**config.mk**
```make
export PLATFORM = sky130hd
export DESIGN_NAME = alu_sweep_ctrl
export DESIGN_NICKNAME = d
export VERILOG_FILES = /design/src/rtl/alu_sweep_ctrl.sv
export SDC_FILE = /design/constraint.sdc
export NUM_CORES = 1
export LEC_CHECK = 0
export CORE_ASPECT_RATIO = 0.5
export CORE_MARGIN = 2
export CORE_UTILIZATION = 49
export CTS_CLUSTER_SIZE = 20
export DETAILED_ROUTE_END_ITERATION = 7
export PLACE_DENSITY = 0.7
export SYNTH_ARGS = -nofsm -noshare
export SYNTH_HDL_FRONTEND = slang
export SYNTH_SLANG_ARGS = --single-unit
```
**constraint.sdc**
```tcl
create_clock -name clk -period 2.3 [get_ports clk]
set_clock_uncertainty 0.15 [all_clocks]
set_input_delay 0.46 -clock clk [delete_from_list [all_inputs] [get_ports clk]]
set_output_delay 0.46 -clock clk [all_outputs]
set_load 0.01 [all_outputs]
```
**src/rtl/alu_sweep_ctrl.sv**
```systemverilog
// ---------------------------------------------------------------------------
// alu_sweep_ctrl
//
// Purpose:
//   Steps the select lines of ALU_module through every combination of
//   operation, operand pair and result view. Each setting is held for DWELL
//   clock cycles, so a person watching the board has time to read it. A sweep
//   can be paused, single-stepped while paused, restarted at any time, and it
//   stops on the last combination.
//
//   The view order is: c_led_sw counts fastest (0..LAST_VIEW), then ab_sw
//   (0..7), then alu_op (0..7). The sweep finishes on 7/7/LAST_VIEW and does
//   not wrap back to 0.
//
// Parameters:
//   DWELL      clock cycles each setting is held (2 .. 2^26-1)
//   LAST_VIEW  highest c_led_sw value stepped through
//
// Ports:
//   clk       in   single clock, rising edge
//   rst_n     in   synchronous active-low reset
//   start     in   one-cycle pulse, begins or restarts a sweep
//   pause     in   level, freezes the sweep while high
//   step      in   one-cycle pulse, advances one view while paused
//   alu_op    out  [2:0] operation select to ALU_module
//   ab_sw     out  [2:0] operand-pair select to ALU_module
//   c_led_sw  out  [2:0] result-view select to ALU_module
//   busy      out  high while sweeping or paused
//   done      out  high once the sweep has finished
//
// All outputs come straight from flip-flops.
// ---------------------------------------------------------------------------
module alu_sweep_ctrl #(
    parameter int DWELL     = 25000000,
    parameter int LAST_VIEW = 4
) (
    input  logic       clk,
    input  logic       rst_n,
    input  logic       start,
    input  logic       pause,
    input  logic       step,
    output logic [2:0] alu_op,
    output logic [2:0] ab_sw,
    output logic [2:0] c_led_sw,
    output logic       busy,
    output logic       done
);

    // DWELL is at least 2, so this width is always at least one bit and
    // holds DWELL-1 exactly without overflow.
    localparam int                CNT_W     = $clog2(DWELL);
    localparam logic [CNT_W-1:0]  CNT_LAST  = CNT_W'(DWELL - 1);
    localparam logic [2:0]        VIEW_LAST = 3'(LAST_VIEW);

    typedef enum logic [1:0] {
        IDLE,
        RUN,
        HOLD,
        DONE
    } state_t;

    state_t           state;
    state_t           state_nxt;
    logic [CNT_W-1:0] dwell_cnt;
    logic [CNT_W-1:0] dwell_nxt;
    logic [2:0]       alu_nxt;
    logic [2:0]       ab_nxt;
    logic [2:0]       c_nxt;
    logic             busy_nxt;
    logic             done_nxt;

    logic [2:0]       adv_alu;
    logic [2:0]       adv_ab;
    logic [2:0]       adv_c;
    logic             adv_final;
    logic             dwell_end;

    // Works out what the selects would become if the sweep moved on by one
    // view right now. adv_final flags the last combination: moving on from
    // there ends the sweep instead of wrapping.
    always_comb begin
        adv_final = (alu_op == 3'd7) && (ab_sw == 3'd7) && (c_led_sw == VIEW_LAST);
        adv_alu   = alu_op;
        adv_ab    = ab_sw;
        adv_c     = c_led_sw + 3'd1;
        if (c_led_sw == VIEW_LAST) begin
            adv_c  = 3'd0;
            adv_ab = ab_sw + 3'd1;
            if (ab_sw == 3'd7) begin
                adv_alu = alu_op + 3'd1;
            end
        end
    end

    // Next-state and next-output logic. Everything holds its value unless
    // something below changes it. start overrides all other inputs in every
    // state. In RUN with pause high, the dwell counter stops. If that cycle
    // is also the last dwell cycle, the view still advances on the same edge
    // before the sweep drops into HOLD. Leaving HOLD keeps the frozen count,
    // so the dwell that was interrupted continues where it stopped. A step in
    // HOLD starts a fresh dwell for the new view.
    always_comb begin
        state_nxt = state;
        dwell_nxt = dwell_cnt;
        alu_nxt   = alu_op;
        ab_nxt    = ab_sw;
        c_nxt     = c_led_sw;
        dwell_end = (dwell_cnt == CNT_LAST);

        if (start) begin
            state_nxt = RUN;
            dwell_nxt = '0;
            alu_nxt   = 3'd0;
            ab_nxt    = 3'd0;
            c_nxt     = 3'd0;
        end else begin
            case (state)
                RUN: begin
                    if (dwell_end) begin
                        dwell_nxt = '0;
                        if (adv_final) begin
                            state_nxt = DONE;
                        end else begin
                            alu_nxt = adv_alu;
                            ab_nxt  = adv_ab;
                            c_nxt   = adv_c;
                        end
                    end else if (!pause) begin
                        dwell_nxt = dwell_cnt + 1'b1;
                    end
                    if (pause && !(dwell_end && adv_final)) begin
                        state_nxt = HOLD;
                    end
                end
                HOLD: begin
                    if (!pause) begin
                        state_nxt = RUN;
                    end else if (step) begin
                        dwell_nxt = '0;
                        if (adv_final) begin
                            state_nxt = DONE;
                        end else begin
                            alu_nxt = adv_alu;
                            ab_nxt  = adv_ab;
                            c_nxt   = adv_c;
                        end
                    end
                end
                default: begin
                end
            endcase
        end

        busy_nxt = (state_nxt == RUN) || (state_nxt == HOLD);
        done_nxt = (state_nxt == DONE);
    end

    // State, counter and output registers. busy and done are registered from
    // the next state, so they change on the same edge as the state.
    always_ff @(posedge clk) begin
        if (!rst_n) begin
            state     <= IDLE;
            dwell_cnt <= '0;
            alu_op    <= 3'd0;
            ab_sw     <= 3'd0;
            c_led_sw  <= 3'd0;
            busy      <= 1'b0;
            done      <= 1'b0;
        end else begin
            state     <= state_nxt;
            dwell_cnt <= dwell_nxt;
            alu_op    <= alu_nxt;
            ab_sw     <= ab_nxt;
            c_led_sw  <= c_nxt;
            busy      <= busy_nxt;
            done      <= done_nxt;
        end
    end

endmodule

```
# After elaboration in Yosys (flattened, before gate mapping)
# Cells that the tools add are included.
# classes
mux	31
n_reduce_logical	10
n_eq_ne	13
n_bitwise	1
addsub	4
# op_table
op	count
$mux 25	4
$pmux 25 s2	1
$mux 3	16
$add 25x1->25 const B	1
$eq 25x25->1 const B	1
$pmux 3 s2	3
$mux 2	6
$add 3x1->3 const B	3
$eq 3x3->1 const B	3
$reduce_and 4->1	2
$eq 2x2->1 const B	3
$ne 2x2->1 const B	3
$eq 2x1->1 const B	2
$logic_and 1x1->1	4
$pmux 2 s2	1
$ne 3x3->1 const B	1
$reduce_bool 2->1	1
$reduce_or 2->1	1
$logic_not 1->1	1
$logic_or 1x1->1	1
$not 1->1	1
# word_totals
regBits	38
output_inout_bits	11
word_cells	66

# Longest topological paths before layout
# Gate-level depths: netlist (run 1).
# depth
word_depth	11
ltp_mapped	9

# Least setup slack after synthesis (run 1)
# Ideal clock, no wire load.
# synth_timing
kind	register -> register
startpoint	register dwell_cnt[0]
endpoint	register busy
setup_time_ps	115
path_stages_with_launch	8
synth_period_minus_slack_ps	2313
t_arrival_ps	2048
setup_slack_ps	-13
cell_sequence	dfxtp_1 ha_1 nand2_1 or4_1 o32a_1 o221ai_2 ha_1 and2_1
# synth_between
elab_chain_cells	9
elab_cells_between_ends	11
cone_classes	3 x eq/ne; 4 x mux; 4 x reduce/logical
# synth_lines
item	line	text
start, declared	64	logic [CNT_W-1:0] dwell_cnt;
start signal, assigned	171	dwell_cnt <= dwell_nxt;
$eq 25x25->1 (*)	108	dwell_end = (dwell_cnt == CNT_LAST);
$logic_and 1x1->1	131	if (pause && !(dwell_end && adv_final)) begin
$logic_not 1->1	131	
$logic_and 1x1->1	131	
$mux 2 (*)	131	
$pmux 2 s2 (*)	117	case (state)
$mux 2 (*)	110	if (start) begin
net state_nxt[0]	63	state_t state_nxt;
$eq 2x1->1 or $eq 2x2->1 (tied branches)	154	busy_nxt = (state_nxt == RUN) || (state_nxt == HOLD);
$logic_or 1x1->1 (*)	154	
net busy_nxt	69	logic busy_nxt;
end signal, assigned	175	busy <= busy_nxt;
end, declared	45	output logic busy,
# Mark *: on every way through the listed nets, which the timed path passes. The rest lies on a longest branch.
# A chain may end at the register's enable or synchronous reset.

# Worst setup path in the final report (run 1)
# layout_timing
startpoint	register dwell_cnt[19]
endpoint	register busy
# The elaborated chain is that of the path after synthesis.

==> results of run 1 <==
-- layout make-up --
type	instances	area (um^2)	share of cell area (%)
clock buffer	6	82.58	2.881
inverter	10	37.54	1.309
multi-input combinational	214	1426	49.76
sequential	38	763.2	26.63
tap	57	71.32	2.488
timing repair buffer	58	485.5	16.94
-- worst max-delay path, stage by stage, from the launching register on --
cell	delay, ns
dfxtp_1	0.40
nand2_1	0.09
or4_4	0.57
o32a_1	0.34
o221ai_2	0.16
ha_1	0.26
and2_1	0.15
-- state kept, by name (all words and copies together) (netlist names) --
register	cells
busy	1
alu_op	3
done	1
state	2
dwell_cnt	25
ab_sw	3
c_led_sw	3
-- cells by family (layout without fill, tap and decap cells) --
group	count (synthesis)	after routing	synth area share, %
buffers and inverters	21	74	4.076
AO/OA/AOI/OAI	90	90	24.68
flip-flops	38	38	33.95
AND/OR/NAND/NOR	114	114	31.71
adder cells (fa/ha/maj)	10	10	5.583
-- metrics by stage --
stage | instance area, um^2 | util, % | instances | power [mW]
after CTS | 2829 | 64.25 | 382 | 1.284
after floorplan | 2243 | - | 273 | 0.7674
after global routing | 2867 | 65.10 | 383 | 1.326
after global placement | 2731 | 62.03 | 375 | 0.8289
final | 2867 | 65.10 | 383 | 1.286
after detailed placement | 2731 | 62.03 | 375 | 0.8343
-- routing by layer --
layer / GRT usage (%) / up-vias / wire (um)
met4: 5.023 / 0 / 40
met5: 0 / - / 0
met3: 4.839 / 6 / 319
met1: 33.22 / 1074 / 2885
met2: 38.96 / 79 / 2558
li1: - / 1165 / -
-- cells in the mapped netlist, types with 2 or more instances --
cell type / count / area share (%)
o22ai_1: 5 / 1.4
a211oi_1: 4 / 1.3
nor2b_1: 2 / 0.56
or4_1: 10 / 3.3
o21ai_0: 16 / 3.6
nand3_1: 15 / 3.3
and4_1: 4 / 1.6
nand2_1: 20 / 3.3
nand4_1: 12 / 3.3
o21ai_1: 5 / 1.1
nor3_1: 7 / 1.6
a21oi_1: 32 / 7.1
nor4_4: 2 / 1.9
and2_1: 6 / 1.7
ha_1: 10 / 5.6
a31oi_1: 5 / 1.4
o31ai_1: 9 / 3.0
inv_1: 10 / 1.7
nor4b_2: 2 / 1.3
clkbuf_1: 5 / 0.84
a21o_1: 2 / 0.67
nand3_2: 2 / 0.89
buf_2: 4 / 0.89
or3_1: 11 / 3.1
nor2_1: 9 / 1.5
and3_1: 3 / 0.84
dfxtp_1: 38 / 34
-- layout by cell type, fill, tap and decap left out, types with 3 or more instances in the layout --
cell and instances:
a211oi_1 4, a21oi_1 32, a31oi_1 5, and2_1 5
and3_1 3, and4_1 4, buf_4 42, clkbuf_8 6
clkdlybuf4s50_1 15, dfxtp_1 36, ha_1 7, ha_2 3
inv_1 10, nand2_1 19, nand3_1 15, nand4_1 12
nor2_1 9, nor3_1 6, o21ai_0 15, o21ai_1 6
o22ai_1 4, o31ai_1 9, or3_1 11, or4_1 9
-- path summary, 6_finish.rpt --
kind | end | slack (ns) | cells after the start
setup / recovery | busy$_SDFF_PN0_ | 0.07 | 6
hold / removal | dwell_cnt[5]$_SDFFE_PP0P_ | 0.34 | 2
setup reg to reg | busy$_SDFF_PN0_ | 0.07 | 6
hold reg to reg | dwell_cnt[5]$_SDFFE_PP0P_ | 0.34 | 2
-- power groups by stage --
| stage | logic, mW | registers, mW | clock network (mW) |
|---|---|---|---|
| after global routing | 0.172 | 0.667 | 0.487 |
| after detailed placement | 0.152 | 0.682 | 0 |
| after global placement | 0.147 | 0.682 | 0 |
| final | 0.157 | 0.667 | 0.463 |
| after floorplan | 0.0846 | 0.683 | 0 |
| after CTS | 0.153 | 0.667 | 0.464 |
-- repair_timing --
action	4_1_cts	5_1_grt
buffers inserted	1	1
setup endpoints to repair	1	17
gates resized for setup	4	9
pin swaps	1	2
hold buffers	0	0
==> impl_metrics.toml, run 1 <==
[floorplan]
rows = 17
core_area_um2 = 4403
dieWidth_um = 99.64
dieArea_um2 = 5163
io_pins = 16
fp.dieH_um = 51.82
initial_core_util_pct = 50.90

[synthesis]
syn_area_um2 = 2241
yosys_warnings = 0
synth_area_per_cell_um2 = 8.208
synth_edf_count = 0
yosysSeqAreaShare_pct = 33.95
synthesis.nets = 288
synthFlopType = "dfxtp_1"
async_reset_ff_share_pct = 0
ys_types = 50
ys_ff_latch = 38
synthCells = 273

[worst_setup_path]
critPathLaunchType = "flip-flop"
crit_start = "dwell_cnt[19]$_SDFFE_PP0P_"
worstPathRequired_ns = 2.34
crit_fanout = 5
end_kind = "flip-flop"
worst_r2r_startpoint = "dwell_cnt[19]$_SDFFE_PP0P_"
criticalPathCategory = "reg -> reg"
arrival_ns = 2.27

[clock_network]
cts_tree = "done"
clkLatencyLatePin_ns = 0.29
cts_root_buf = "clkbuf_8"
clock_path_buffers = 2
h-tree-depth = 2
cts_num_sinks = 38
numCtsBuffers = 5
cts.reportedPaths.clkPinSlew_ns = 0.07

[finish]
fillerInstances = 372
final_nets = 342
drive_gt1_share_pct = 22.70
diodes = 0
area_growth_pct = 27.92

[timing]
fmax_mhz = 448.8
rsz0062_at_grt = "yes"
tns_ns = 0
setup_ws_ns = 0.07198
tightest_slew_ns = 0.6340
relSlewSlack_pct = 57.73
hold_violations = 0
layout_min_cycle_time_ns = 2.228
setup_viol = 0
period_share_pct = 96.87
drv_slew = 0
hold-worst-slack_ns = 0.3392

[global_route]
antenna_found_initial = 0
grt_overflow = 0
grt_util_all_layers_pct = 23.90
grt_pass1_vias = 2113
grt_pass1_wl_mm = 9.722
grt_max_degree = 27

[pwr]
power_density_nw_per_um2 = 448.7
p_leak_nw = 1.024
combPwrFrac_pct = 12.2
peakVddDrop_mv = 0.2940
p_int_mw = 0.9596
clockPowerShare_pct = 36.0
switching_share_pct = 25.40
p_seq_share_pct = 51.8
power_switching_mw = 0.3267

[detailed_routing]
first_iter_violations = 206
wl_per_cell_um = 15.15
routed_wl_mm = 5.804
ant_nets = 0
vias = 2324
drt_first_pass_iters = 4
routed_via_density = 6.068
drc = 0

[hold_path]
min_from = "dwell_cnt[5]$_SDFFE_PP0P_"
holdCritPathClass = "reg -> reg"

[placement]
gp_congestion = 0.9237
dpl.hpwl_mm = 4.371
io_buffer_count = 15
place_worst_setup_slack_ns = -0.1744

[run]
drv_cap = 0

[outcome]
status = "complete, no violations"
Power figures use the tool's default switching activity.
==> run 2: changes to the inputs <==
Settings changed: ABC_CLOCK_PERIOD_IN_PS set to 1900.
Clock period 2.3 ns to 1.9 ns, I/O delays scaled along.
==> impl_metrics.toml, run 2 (synthesized netlist as in run 1, its figures left out) <==
[finish]
area_growth_pct = 75.38
diodes = 0
largest_register = "dwell_cnt"
final_nets = 406
drive_gt1_share_pct = 56.12
instances_no_fill = 449
final_cell_area_um2 = 3930
largest_reg_flops = 25
final_cell_mix = "buf_4 (85), buf_6 (20), dfxtp_2 (18), dfxtp_1 (18), a21oi_1 (17)"
layout_commonest_cell = "buf_4"

[global_route]
grt_pass1_vias = 2700
antenna_found_initial = 0
grt_util_all_layers_pct = 32.37
grt_overflow = 0
grt_max_degree = 16
grt_pass1_wl_mm = 12.81

[worst_setup_path]
worstRegToRegCells = 6
worstPathRequired_ns = 1.95
arrival_ns = 2.44
criticalPathCategory = "reg -> reg"
crit_fanout = 3
end_kind = "flip-flop"
critPathLaunchType = "flip-flop"

[pwr]
power_density_nw_per_um2 = 471.9
p_leak_nw = 1.490
peakVddDrop_mv = 0.3958

[outcome]
status = "complete, but fails checks"
violations = "negative setup slack"

[timing]
fmax_mhz = 418.1
layout_min_cycle_time_ns = 2.392
period_share_pct = 125.9
setup_ws_ns = -0.4919
drv_slew = 0
hold_violations = 0
relSlewSlack_pct = 72.26
tightest_slew_ns = 0.4117
setup_viol = 35
rsz0062_at_grt = "yes"

[clock_network]
holdBufCountCts = 0
cts.reportedPaths.clkPinSlew_ns = 0.09
h-tree-depth = 2
cts_num_sinks = 38
cts_tree = "done"
clkLatencyLatePin_ns = 0.31
cts_root_buf = "clkbuf_8"
clock_path_buffers = 2
numCtsBuffers = 5

[placement]
gp_congestion = 0.9552
io_buffer_count = 15
dp.cells = 419
dpl.hpwl_mm = 4.939
placed_area_um2 = 3221

[detailed_routing]
drc = 0
ant_nets = 0
routed_via_density = 6.780
drt_first_pass_iters = 6
wl_per_cell_um = 22.35
routed_wl_mm = 10.04
vias = 3044
first_iter_violations = 335

[run]
drv_cap = 0

[floorplan]
initial_core_util_pct = 50.90
dieArea_um2 = 5163
core_area_um2 = 4403
rows = 17
fp.dieH_um = 51.82
dieWidth_um = 99.64
io_pins = 16

[hold_path]
holdCritPathClass = "reg -> reg"
whs_path_depth = 2
## run 2: changes by cell type in the layout (fill, tap and decap cells not counted), moves of 5 or more
cell	before	now
ha_4	0	8
o21ai_0	15	8
ha_1	7	1
dfxtp_1	36	18
dfxtp_2	2	18
a21oi_2	1	14
or4_4	1	7
o21ai_2	1	7
buf_6	0	20
and2_4	0	5
buf_4	42	85
or4_1	9	3
a21oi_1	32	17
## run 2: layout make-up
cell class                 count  area [um^2]
clock inverter                 1        30.03
inverter                      10        37.54
clock buffer                   7        76.32
fill                         185        473.0
sequential                    38        790.8
multi-input combinational    214         1866
tap                           57        71.32
timing repair buffer         122         1059
## run 2: worst paths after layout
path,startpoint,end,slack [ns]
setup / recovery,dwell_cnt[7]$_SDFFE_PP0P_,busy$_SDFF_PN0_,-0.49
hold / removal,ab_sw[1]$_SDFFE_PP0P_,ab_sw[1]$_SDFFE_PP0P_,0.35
setup reg to reg,dwell_cnt[7]$_SDFFE_PP0P_,busy$_SDFF_PN0_,-0.49
hold reg to reg,ab_sw[1]$_SDFFE_PP0P_,ab_sw[1]$_SDFFE_PP0P_,0.35
## run 2: timing repair
action,in CTS,in global routing
buffers inserted,18,4
pin swaps,34,29
cloned,1,0
resized for setup,56,60
endpoints found under the setup margin,37,39
## run 2: critical path, cell delays in order, from the launching register on
cell	delay (ns)
dfxtp_2	0.35
nor4b_2	0.37
nand4_1	0.31
o32a_1	0.44
o221ai_2	0.28
ha_4	0.25
and2_4	0.12
## run 2: stage by stage
stage | TNS, ns | util, % | hold WS, ns | setup WS, ns | power [mW]
after floorplan | -0.4159 | - | 0.3068 | -0.2909 | 0.9475
after global placement | -9.159 | 73.15 | 0.3334 | -0.4080 | 1.042
after detailed placement | -10.62 | 73.15 | 0.3480 | -0.4819 | 1.050
after CTS | -4.756 | 83.72 | 0.3557 | -0.3607 | 1.780
after global routing | -8.658 | 89.26 | 0.3701 | -0.5068 | 1.887
final | -7.266 | 89.26 | 0.3548 | -0.4919 | 1.855
## run 2: metal layers
metal / vias to the layer above / GRT usage [%] / wire length (um)
met5: - / 0 / 0
met4: 0 / 11.64 / 807
met3: 111 / 6.855 / 1051
met2: 240 / 57.43 / 4467
met1: 1400 / 39.62 / 3710
li1: 1293 / - / -
## run 2: power by group
part           switching [mW]  internal, mW
Clock                   0.316         0.394
Combinational           0.187         0.154
Sequential            0.00389         0.800
Total                   0.506          1.35
